### src/rtl/wide_alu_seq.sv
`default_nettype none
// ============================================================================
// Module   : wide_alu_seq
// Brief    : Issues one WORDS-byte ADD/SUB/LSL/LSR to an 8-bit ALU, one byte
//            per cycle, chaining the carry/shift bit between bytes.
// Revision : 1.0 - initial release
// ============================================================================
module wide_alu_seq #(
    parameter int WORDS = 2,
    localparam int W    = 8 * WORDS
) (
    input  logic         clk,
    input  logic         reset,
    input  logic         start,
    input  logic [1:0]   op,
    input  logic [W-1:0] a,
    input  logic [W-1:0] b,
    output logic [4:0]   alu_cmd,
    output logic [7:0]   alu_a,
    output logic [7:0]   alu_b,
    output logic         alu_sc_i,
    input  logic [7:0]   alu_rslt,
    input  logic         alu_sc_o,
    output logic         busy,
    output logic         done,
    output logic [W-1:0] result,
    output logic         carry_out,
    output logic         zero
);

    localparam int         IDXW     = $clog2(WORDS);
    localparam logic [1:0] c_OP_ADD = 2'd0;
    localparam logic [1:0] c_OP_SUB = 2'd1;
    localparam logic [1:0] c_OP_LSL = 2'd2;
    localparam logic [1:0] c_OP_LSR = 2'd3;

    typedef enum logic [1:0] {
        S_IDLE = 2'd0,
        S_RUN  = 2'd1,
        S_DONE = 2'd2
    } state_t;

    state_t          r_state;
    state_t          w_state_nxt;
    logic [IDXW-1:0] r_idx;
    logic            r_c;
    logic [1:0]      r_op;
    logic [W-1:0]    r_a;
    logic [W-1:0]    r_b;
    logic [W-1:0]    r_acc;
    logic [W-1:0]    r_result;
    logic            r_carry;
    logic            r_zero;

    logic            w_accept;
    logic            w_last;
    logic [IDXW-1:0] w_k;
    logic [7:0]      w_a_byte;
    logic [7:0]      w_b_byte;
    logic [W-1:0]    w_acc_nxt;

    assign w_accept = (r_state != S_RUN) && start;
    assign w_last   = (r_idx == IDXW'(WORDS - 1));
    // LSR walks bytes high to low so the shifted-out bit flows downward
    assign w_k      = (r_op == c_OP_LSR) ? (IDXW'(WORDS - 1) - r_idx) : r_idx;

    always_ff @(posedge clk) begin
        if (reset) begin
            r_state <= S_IDLE;
        end else begin
            r_state <= w_state_nxt;
        end
    end

    always_comb begin
        w_state_nxt = r_state;
        case (r_state)
            S_IDLE, S_DONE: w_state_nxt = start ? S_RUN : S_IDLE;
            S_RUN:          w_state_nxt = w_last ? S_DONE : S_RUN;
            default:        w_state_nxt = S_IDLE;
        endcase
    end

    always_comb begin
        w_a_byte  = 8'h00;
        w_b_byte  = 8'h00;
        w_acc_nxt = r_acc;
        for (int i = 0; i < WORDS; i++) begin
            if (w_k == IDXW'(i)) begin
                w_a_byte            = r_a[i*8 +: 8];
                w_b_byte            = r_b[i*8 +: 8];
                w_acc_nxt[i*8 +: 8] = alu_rslt;
            end
        end
    end

    always_comb begin
        alu_cmd  = 5'h0F;
        alu_a    = 8'h00;
        alu_b    = 8'h00;
        alu_sc_i = 1'b0;
        if (r_state == S_RUN) begin
            alu_a    = w_a_byte;
            alu_sc_i = r_c;
            case (r_op)
                c_OP_ADD: begin
                    alu_cmd = 5'h00;
                    alu_b   = w_b_byte;
                end
                // a - b computed as a + ~b + 1 with the +1 seeded into r_c
                c_OP_SUB: begin
                    alu_cmd = 5'h00;
                    alu_b   = ~w_b_byte;
                end
                c_OP_LSL: alu_cmd = 5'h06;
                default:  alu_cmd = 5'h07;
            endcase
        end
    end

    always_ff @(posedge clk) begin
        if (reset) begin
            r_idx    <= '0;
            r_c      <= 1'b0;
            r_op     <= 2'd0;
            r_a      <= '0;
            r_b      <= '0;
            r_acc    <= '0;
            r_result <= '0;
            r_carry  <= 1'b0;
            r_zero   <= 1'b0;
        end else if (w_accept) begin
            r_a   <= a;
            r_b   <= b;
            r_op  <= op;
            r_idx <= '0;
            r_c   <= (op == c_OP_SUB);
            r_acc <= '0;
        end else if (r_state == S_RUN) begin
            r_acc <= w_acc_nxt;
            r_c   <= alu_sc_o;
            if (w_last) begin
                r_idx    <= '0;
                r_result <= w_acc_nxt;
                r_carry  <= alu_sc_o;
                r_zero   <= (w_acc_nxt == '0);
            end else begin
                r_idx <= r_idx + IDXW'(1);
            end
        end
    end

    assign busy      = (r_state == S_RUN);
    assign done      = (r_state == S_DONE);
    assign result    = r_result;
    assign carry_out = r_carry;
    assign zero      = r_zero;

endmodule
`default_nettype wire

### config.mk
export PLATFORM = sky130hd
export DESIGN_NAME = wide_alu_seq
export DESIGN_NICKNAME = d
export VERILOG_FILES = /design/src/rtl/wide_alu_seq.sv
export SDC_FILE = /design/constraint.sdc
export NUM_CORES = 1
export LEC_CHECK = 0
export CORE_MARGIN = 4
export CORE_UTILIZATION = 47
export CTS_BUF_LIST = sky130_fd_sc_hd__clkbuf_16
export CTS_CLUSTER_DIAMETER = 80
export DETAILED_ROUTE_END_ITERATION = 7
export PLACE_DENSITY = 0.87
export SLEW_MARGIN = 20
export SYNTH_ARGS = -nofsm -noshare
export SYNTH_HDL_FRONTEND = slang
export SYNTH_SLANG_ARGS = --single-unit
### constraint.sdc
create_clock -name clk -period 2.1 [get_ports clk]
set_input_delay 0.42 -clock clk [delete_from_list [all_inputs] [get_ports clk]]
set_output_delay 0.42 -clock clk [all_outputs]
set_load 0.005 [all_outputs]
==> flow_summary.json <==
{
  "crit_path_max_fanout": 9,
  "dp_hpwl_mm": 5.73,
  "antenna_found_initial": 0,
  "r2r_slack_ps": 290,
  "cts_max_level": 3,
  "viasPerCell": 5.30,
  "finalWirelength_mm": 8.36,
  "grt_pass1_wl_mm": 13.1,
  "insertion_delay_ps": 320,
  "nets": 527,
  "syn-instance-count": 389,
  "timing.critical_path.mode_cell": "mux2i_1",
  "gr-total-overflow": 0,
  "drv_cap": 0,
  "die_y_um": 89.3,
  "worst_setup_path_end_kind": "output port",
  "setup_viol": 8,
  "yosys.area_share.adder": 0,
  "setup_ws_ps": -133,
  "dpl_cell_area_um2": 4130,
  "wl_per_cell_um": 14.9,
  "path_class": "reg -> out",
  "worst_slew_pin_slew_ps": 574,
  "synth-simple-area-share": 0.244,
  "synth_warnings": 0,
  "finish.utilization": 0.689,
  "pin_count": 88,
  "cp_slowest_cell": "dfxtp_2",
  "floorplan.rows": 29,
  "relSlewSlack": 0.617,
  "synth_seq_area_share": 0.464,
  "violations": "setup timing",
  "leakagePower_uw": 0.00178,
  "fin_crit_ps": 2230,
  "max-clock-path-buffers": 2,
  "cts_buffers": 9,
  "synth_top_family_by_area": "simple AND/OR/NAND/NOR gates",
  "cts.clk_slew.worst_paths_ps": 50,
  "clock-sinks": 72,
  "synthMuxAreaShare": 0.106,
  "min_period_over_period": 1.06,
  "finalHoldViolCount": 0,
  "path_cells": "and3b_1 > or2_4 > buf_12 > mux2i_1 > mux2i_1 > buf_2",
  "postRouteAntennaNets": 0,
  "cts_tree": "built",
  "dr_total_vias": 2979,
  "drive_gt1_frac": 0.155,
  "cts_root_buffer": "clkbuf_16",
  "final_area_um2": 4400,
  "drt_iter0_markers": 136,
  "cp.arrival_ps": 1810,
  "slowest_delay_ps": 330,
  "grt_max_degree": 35,
  "first_global_vias": 2833,
  "area_delta_synth_final_pct": 41.7,
  "synth_xor_area_frac": 0.00282,
  "holdCritPathClass": "reg -> reg",
  "dr.pass1.iters": 4,
  "synth_area_um2": 3110,
  "synth_area_per_cell_um2": 7.98,
  "start_kind": "flip-flop",
  "place_ws_ps": -199,
  "power_uw": 3310,
  "synth_cell_type_count": 33,
  "gp_congestion": 0.844,
  "synth_compound_area_frac": 0.131,
  "cts_hold_buf": 0,
  "power_density_nw_per_um2": 753,
  "die_w_um": 89.3,
  "worstPathRequired_ps": 1680,
  "worst_clock_skew_ps": 3.62,
  "ir_drop_mv": 0.510,
  "drv_slew": 0,
  "portBuffers": 86,
  "synth-seq-cells": 72,
  "synth_fp_nets": 435,
  "coreArea_um2": 6390,
  "status": "finished, violations left",
  "drc_errors": 0,
  "dieArea_um2": 7970,
  "grt_use_total": 0.216,
  "diodes": 0,
  "whs_ps": 456,
  "start_util": 0.486,
  "clock.fmax_mhz": 448,
  "rsz0062_at_grt": "true"
}
-- final timing paths --
check	start	end	cells past startpoint
hold reg to reg	r_b[2]$_SDFFE_PP0P_	r_b[2]$_SDFFE_PP0P_	2
hold / removal	r_b[2]$_SDFFE_PP0P_	r_b[2]$_SDFFE_PP0P_	2
setup reg to reg	r_state[1]$_SDFF_PP0_	r_acc[5]$_SDFFE_PP0P_	7
setup / recovery	r_op[1]$_SDFFE_PP0P_	alu_b[2]	6
-- cells in the mapped netlist, drive strengths merged --
| cell | number | area, um2 |
|---|---|---|
| nand2 | 119 | 447 |
| dfxtp | 72 | 1440 |
| a21oi | 45 | 225 |
| nor2 | 40 | 153 |
| mux2i | 33 | 330 |
| buf | 18 | 97.6 |
| a311oi | 16 | 140 |
| clkbuf | 13 | 48.8 |
| and2 | 3 | 18.8 |
| inv | 3 | 11.3 |
| nand2b | 3 | 18.8 |
| nand3b | 3 | 22.5 |
| nor3 | 3 | 26.3 |
| nor4 | 3 | 18.8 |
| nand3 | 2 | 10.0 |
| o21ai | 2 | 13.8 |
| or4 | 2 | 15.0 |
| a211o | 1 | 8.76 |
| a21boi | 1 | 11.3 |
| a21o | 1 | 7.51 |
| and3b | 1 | 8.76 |
| conb | 1 | 3.75 |
| nor2b | 1 | 6.26 |
| or2 | 1 | 6.26 |
| or3 | 1 | 6.26 |
| xnor2 | 1 | 8.76 |
-- critical path: cells and delay by family (launching register included) --
kind / cells / cell delay (ps)
buffers and inverters: 2 / 290
muxes: 2 / 400
and+or+nand+nor: 2 / 470
DFF: 1 / 330
-- layout make-up --
cell class                      instances  area [um2]
Clock buffer                            9         225
Clock inverter                          6        30.0
Fill cell                             526        1990
Inverter                                3        13.8
Multi-Input combinational cell        283        1560
Sequential cell                        72        1450
Tap cell                               77        96.3
Timing Repair Buffer                  112        1030
-- registers in the layout, summed over array words and instances, names as in the netlist --
signal     flops
carry_out      1
r_a           16
r_acc         16
r_b           16
r_c            1
r_idx          1
r_op           2
r_state        2
result        16
zero           1
-- cells by family after synthesis --
kind of cell | count (synthesis)
xor gates and xnor gates | 1
muxes | 33
other | 1
DFF | 72
buffers and inverters | 34
AOI/OAI and AO/OA | 66
and+or+nand+nor | 182
-- metrics by stage --
stage	std cells	TNS (ps)
3_3_place_gp	543	-983
5_1_grt	562	-1540
4_1_cts	562	-767
6_report	562	-817
2_1_floorplan	389	0
3_5_place_dp	543	-1470
-- layer usage --
metal | up-vias | global-route usage | routed length, um
met3 | 18 | 0.0700 | 604
met5 | - | 0 | 0
met2 | 112 | 0.360 | 4190
li1 | 1485 | - | -
met1 | 1364 | 0.250 | 3350
met4 | 0 | 0.103 | 223
-- cells in the final DEF (no fill, tap or decap), drive strengths merged, types with 2 or more instances in the layout --
| cell | instances |
|---|---|
| nand2 | 119 |
| dfxtp | 72 |
| clkdlybuf4s50 | 68 |
| a21oi | 45 |
| nor2 | 40 |
| buf | 40 |
| mux2i | 33 |
| a311oi | 16 |
| clkbuf | 11 |
| inv | 5 |
| and2 | 3 |
| nand3b | 3 |
| nor4 | 3 |
| clkinv | 3 |
| nand2b | 3 |
| nor3 | 3 |
| nand3 | 2 |
| or4 | 2 |
| o21ai | 2 |
-- power breakdown --
part / total, uW / switching (uW) / internal [uW]
clock network: 1290 / 519 / 775
logic: 542 / 263 / 279
registers: 1470 / 40.7 / 1430
total: 3310 / 823 / 2490
-- timing repair --
action,4_1_cts,5_1_grt
setup buffers,4,0
pin swaps,3,1
resized for setup,74,5
setup endpoints to repair,19,17
Power figures use the tool's default switching activity.
==> patch, RTL diff (same flow settings) <==
The 3 states of `state_t` get a one-hot encoding in 3 bits.
--- a/src/rtl/wide_alu_seq.sv
+++ b/src/rtl/wide_alu_seq.sv
@@ -34,10 +34,10 @@
     localparam logic [1:0] c_OP_LSL = 2'd2;
     localparam logic [1:0] c_OP_LSR = 2'd3;
 
-    typedef enum logic [1:0] {
-        S_IDLE = 2'd0,
-        S_RUN  = 2'd1,
-        S_DONE = 2'd2
+    typedef enum logic [2:0] {
+        S_IDLE = 3'b001,
+        S_RUN  = 3'b010,
+        S_DONE = 3'b100
     } state_t;
 
     state_t          r_state;
Function: no difference found for any inputs over 10 cycles, from zero or initial values and one cycle with reset high; not proved beyond that.
==> patch against the unedited design <==
The flow finishes with violations (DRC, setup timing); total power grew 12%; clock power increased by 46%; clock skew up 3.6 ps; setup slack better by 83 ps; synthesized area increased by 7.4%; wire length increased by 29%; non-clock buffer count is 19 higher; final area grew 14%; sequential cell count up 1.
==> patch: results (changes against the unedited design) <==
timing:
  postLayoutSetupSlackWorst_ps: -50.8  # was -133 ps
  report.final.setup_viol: 5  # was 8
  timing_worst_slew_pin_value_ps: 565  # was 574 ps
  final.setup_skew_ps: 7.21  # was 3.62 ps
global_route:
  globalRouteTotalUtil_pct: 24.7  # was 21.6%
  antenna_found_initial: 0  # unchanged
  grt_pass1_wl_mm: 16.7  # was 13.1 mm
  first_global_vias: 3530  # was 2833
routing:
  firstDrtPassIters: 8  # was 4
  drc: 1  # was 0
  via_count_of_the_routed_design: 3564  # was 2979
  detailed_route_vias_per_instance: 5.66  # was 5.30
  detail_route.iter0.violations: 315  # was 136
  avg_wl_per_cell_um: 17.1  # was 14.9 um
placed_design:
  place_worst_setup_slack_ps: -164  # was -199 ps
  placed_cells: 602  # was 543
  finalWeightedCongestion: 0.868  # was 0.844
  post-dp-hpwl_mm: 6.53  # was 5.73 mm
yosys:
  synth_top_cells_by_count: "sky130_fd_sc_hd__nand2_1 (120), sky130_fd_sc_hd__dfxtp_1 (73), sky130_fd_sc_hd__a21oi_1 (54)"  # was sky130_fd_sc_hd__nand2_1 (119), sky130_fd_sc_hd__dfxtp_1 (72), sky130_fd_sc_hd__a21oi_1 (45)
  async_reset_ff_share_pct: 0  # unchanged
  postSynthCellCount: 419  # was 389
  synth_seq_area_share_pct: 43.8  # was 46.4%
  synth_top_flop_cell: "sky130_fd_sc_hd__dfxtp_1"  # unchanged
  ranking_of_synthesized_cells_by_area: "sky130_fd_sc_hd__dfxtp_1 (44%), sky130_fd_sc_hd__nand2_1 (14%), sky130_fd_sc_hd__a21oi_1 (8.1%), sky130_fd_sc_hd__a311oi_2 (5.4%), sky130_fd_sc_hd__mux2i_1 (5.1%)"  # was sky130_fd_sc_hd__dfxtp_1 (46%), sky130_fd_sc_hd__nand2_1 (14%), sky130_fd_sc_hd__mux2i_1 (11%), sky130_fd_sc_hd__a21oi_1 (7.3%), sky130_fd_sc_hd__nor2_1 (4.7%)
  ys_types: 41  # was 33
  syn_nets: 465  # was 435
finish:
  filler_cell_count: 482  # was 526
  nets: 575  # was 527
  final_layout_size_suffix_gt1_share_pct: 24.2  # was 15.5%
status:
  result_of_the_run: "finished, violations left"  # unchanged
  violations_in_the_final_reports: "DRC, setup timing"  # was setup timing
power_and_ir_drop:
  vdd_drop_max_mv: 0.417  # was 0.510 mV
  leakage_nw: 1.91  # was 1.78 nW
clock_tree:
  clkLatencyLatePin_ps: 330
  cts_buffer_depth: 2  # unchanged
worst_setup_path:
  critPathMaxFanout: 6  # was 9
  worst-endpoint-arrival_ps: 1730  # was 1810 ps
==> patch: timing repair <==
| item | 4_1_cts | 5_1_grt |
|---|---|---|
| endpoints found under the setup margin | 22 | 20 |
| pin swaps | 5 | 16 |
| gates cloned | 2 | 0 |
| gates resized for setup | 101 | 39 |
| buffers inserted | 10 | 1 |
==> patch: where the power goes <==
part / leakage, nW / total [mW] / switching, mW / internal [mW]
Clock: 0.178 / 1.88 / 0.596 / 1.28
Combinational: 1.14 / 0.369 / 0.184 / 0.185
Sequential: 0.598 / 1.46 / 0.0312 / 1.43
==> patch: cells by family (layout without fill, tap and decap cells) <==
group / count (synthesis) / in the layout / share of synthesized area [%]
flip-flops: 73 / 73 / 43.8
XOR/XNOR: 1 / 1 / 0.263
other: 1 / 1 / 0.112
AND/OR/NAND/NOR: 204 / 205 / 26.8
AO/OA/AOI/OAI: 87 / 87 / 18.1
multiplexers: 17 / 17 / 5.10
buffers and inverters: 36 / 150 / 5.78
==> patch: cell type report <==
| type | instances | area [sq um] | area share (%) |
|---|---|---|---|
| multi-input combinational | 311 | 1830 | 36.5 |
| sequential | 73 | 1480 | 29.4 |
| timing repair buffer | 131 | 1210 | 24.2 |
| clock buffer | 9 | 225 | 4.49 |
| clock inverter | 7 | 141 | 2.82 |
| tap | 96 | 120 | 2.39 |
| inverter | 3 | 13.8 | 0.274 |
==> patch: worst paths after layout <==
kind / from / to / slack [ps] / depth (start not counted)
setup / recovery: r_idx / alu_b[4] / -50 / 7
setup reg to reg: r_idx / r_acc[11] / 150 / 8
hold reg to reg: r_a[2] / r_a[2] / 460 / 2
hold / removal: r_a[2] / r_a[2] / 460 / 2
==> patch: critical path, cell delays in order, from the launching register on <==
cell and delay (ps):
sky130_fd_sc_hd__dfxtp_4 370, sky130_fd_sc_hd__a21boi_4 220, sky130_fd_sc_hd__buf_6 150, sky130_fd_sc_hd__buf_6 100, sky130_fd_sc_hd__o21ai_2 70, sky130_fd_sc_hd__and3_4 180
sky130_fd_sc_hd__nor3_4 170, sky130_fd_sc_hd__buf_2 140
==> patch: per-stage QoR <==
| stage | util (%) | cell area, sq um | TNS, ps |
|---|---|---|---|
| 3_5_place_dp | 64.9 | 4440 | -920 |
| 6_report | 73.5 | 5020 | -131 |
| 4_1_cts | 71.9 | 4910 | -161 |
| 3_3_place_gp | 64.9 | 4440 | -430 |
| 5_1_grt | 73.5 | 5020 | -673 |
| 2_1_floorplan | - | 3330 | 0 |
==> patch: layer usage <==
layer  routed length, um  share of wire (%)  global-route usage, %  vias up
met5                   0                  0                      0        -
met3                 823                7.6                   5.91       51
li1                    -                  -                      -     1651
met4                 516                4.8                   14.1        0
met2                5160                 48                   41.1      212
met1                4270                 40                   28.9     1650
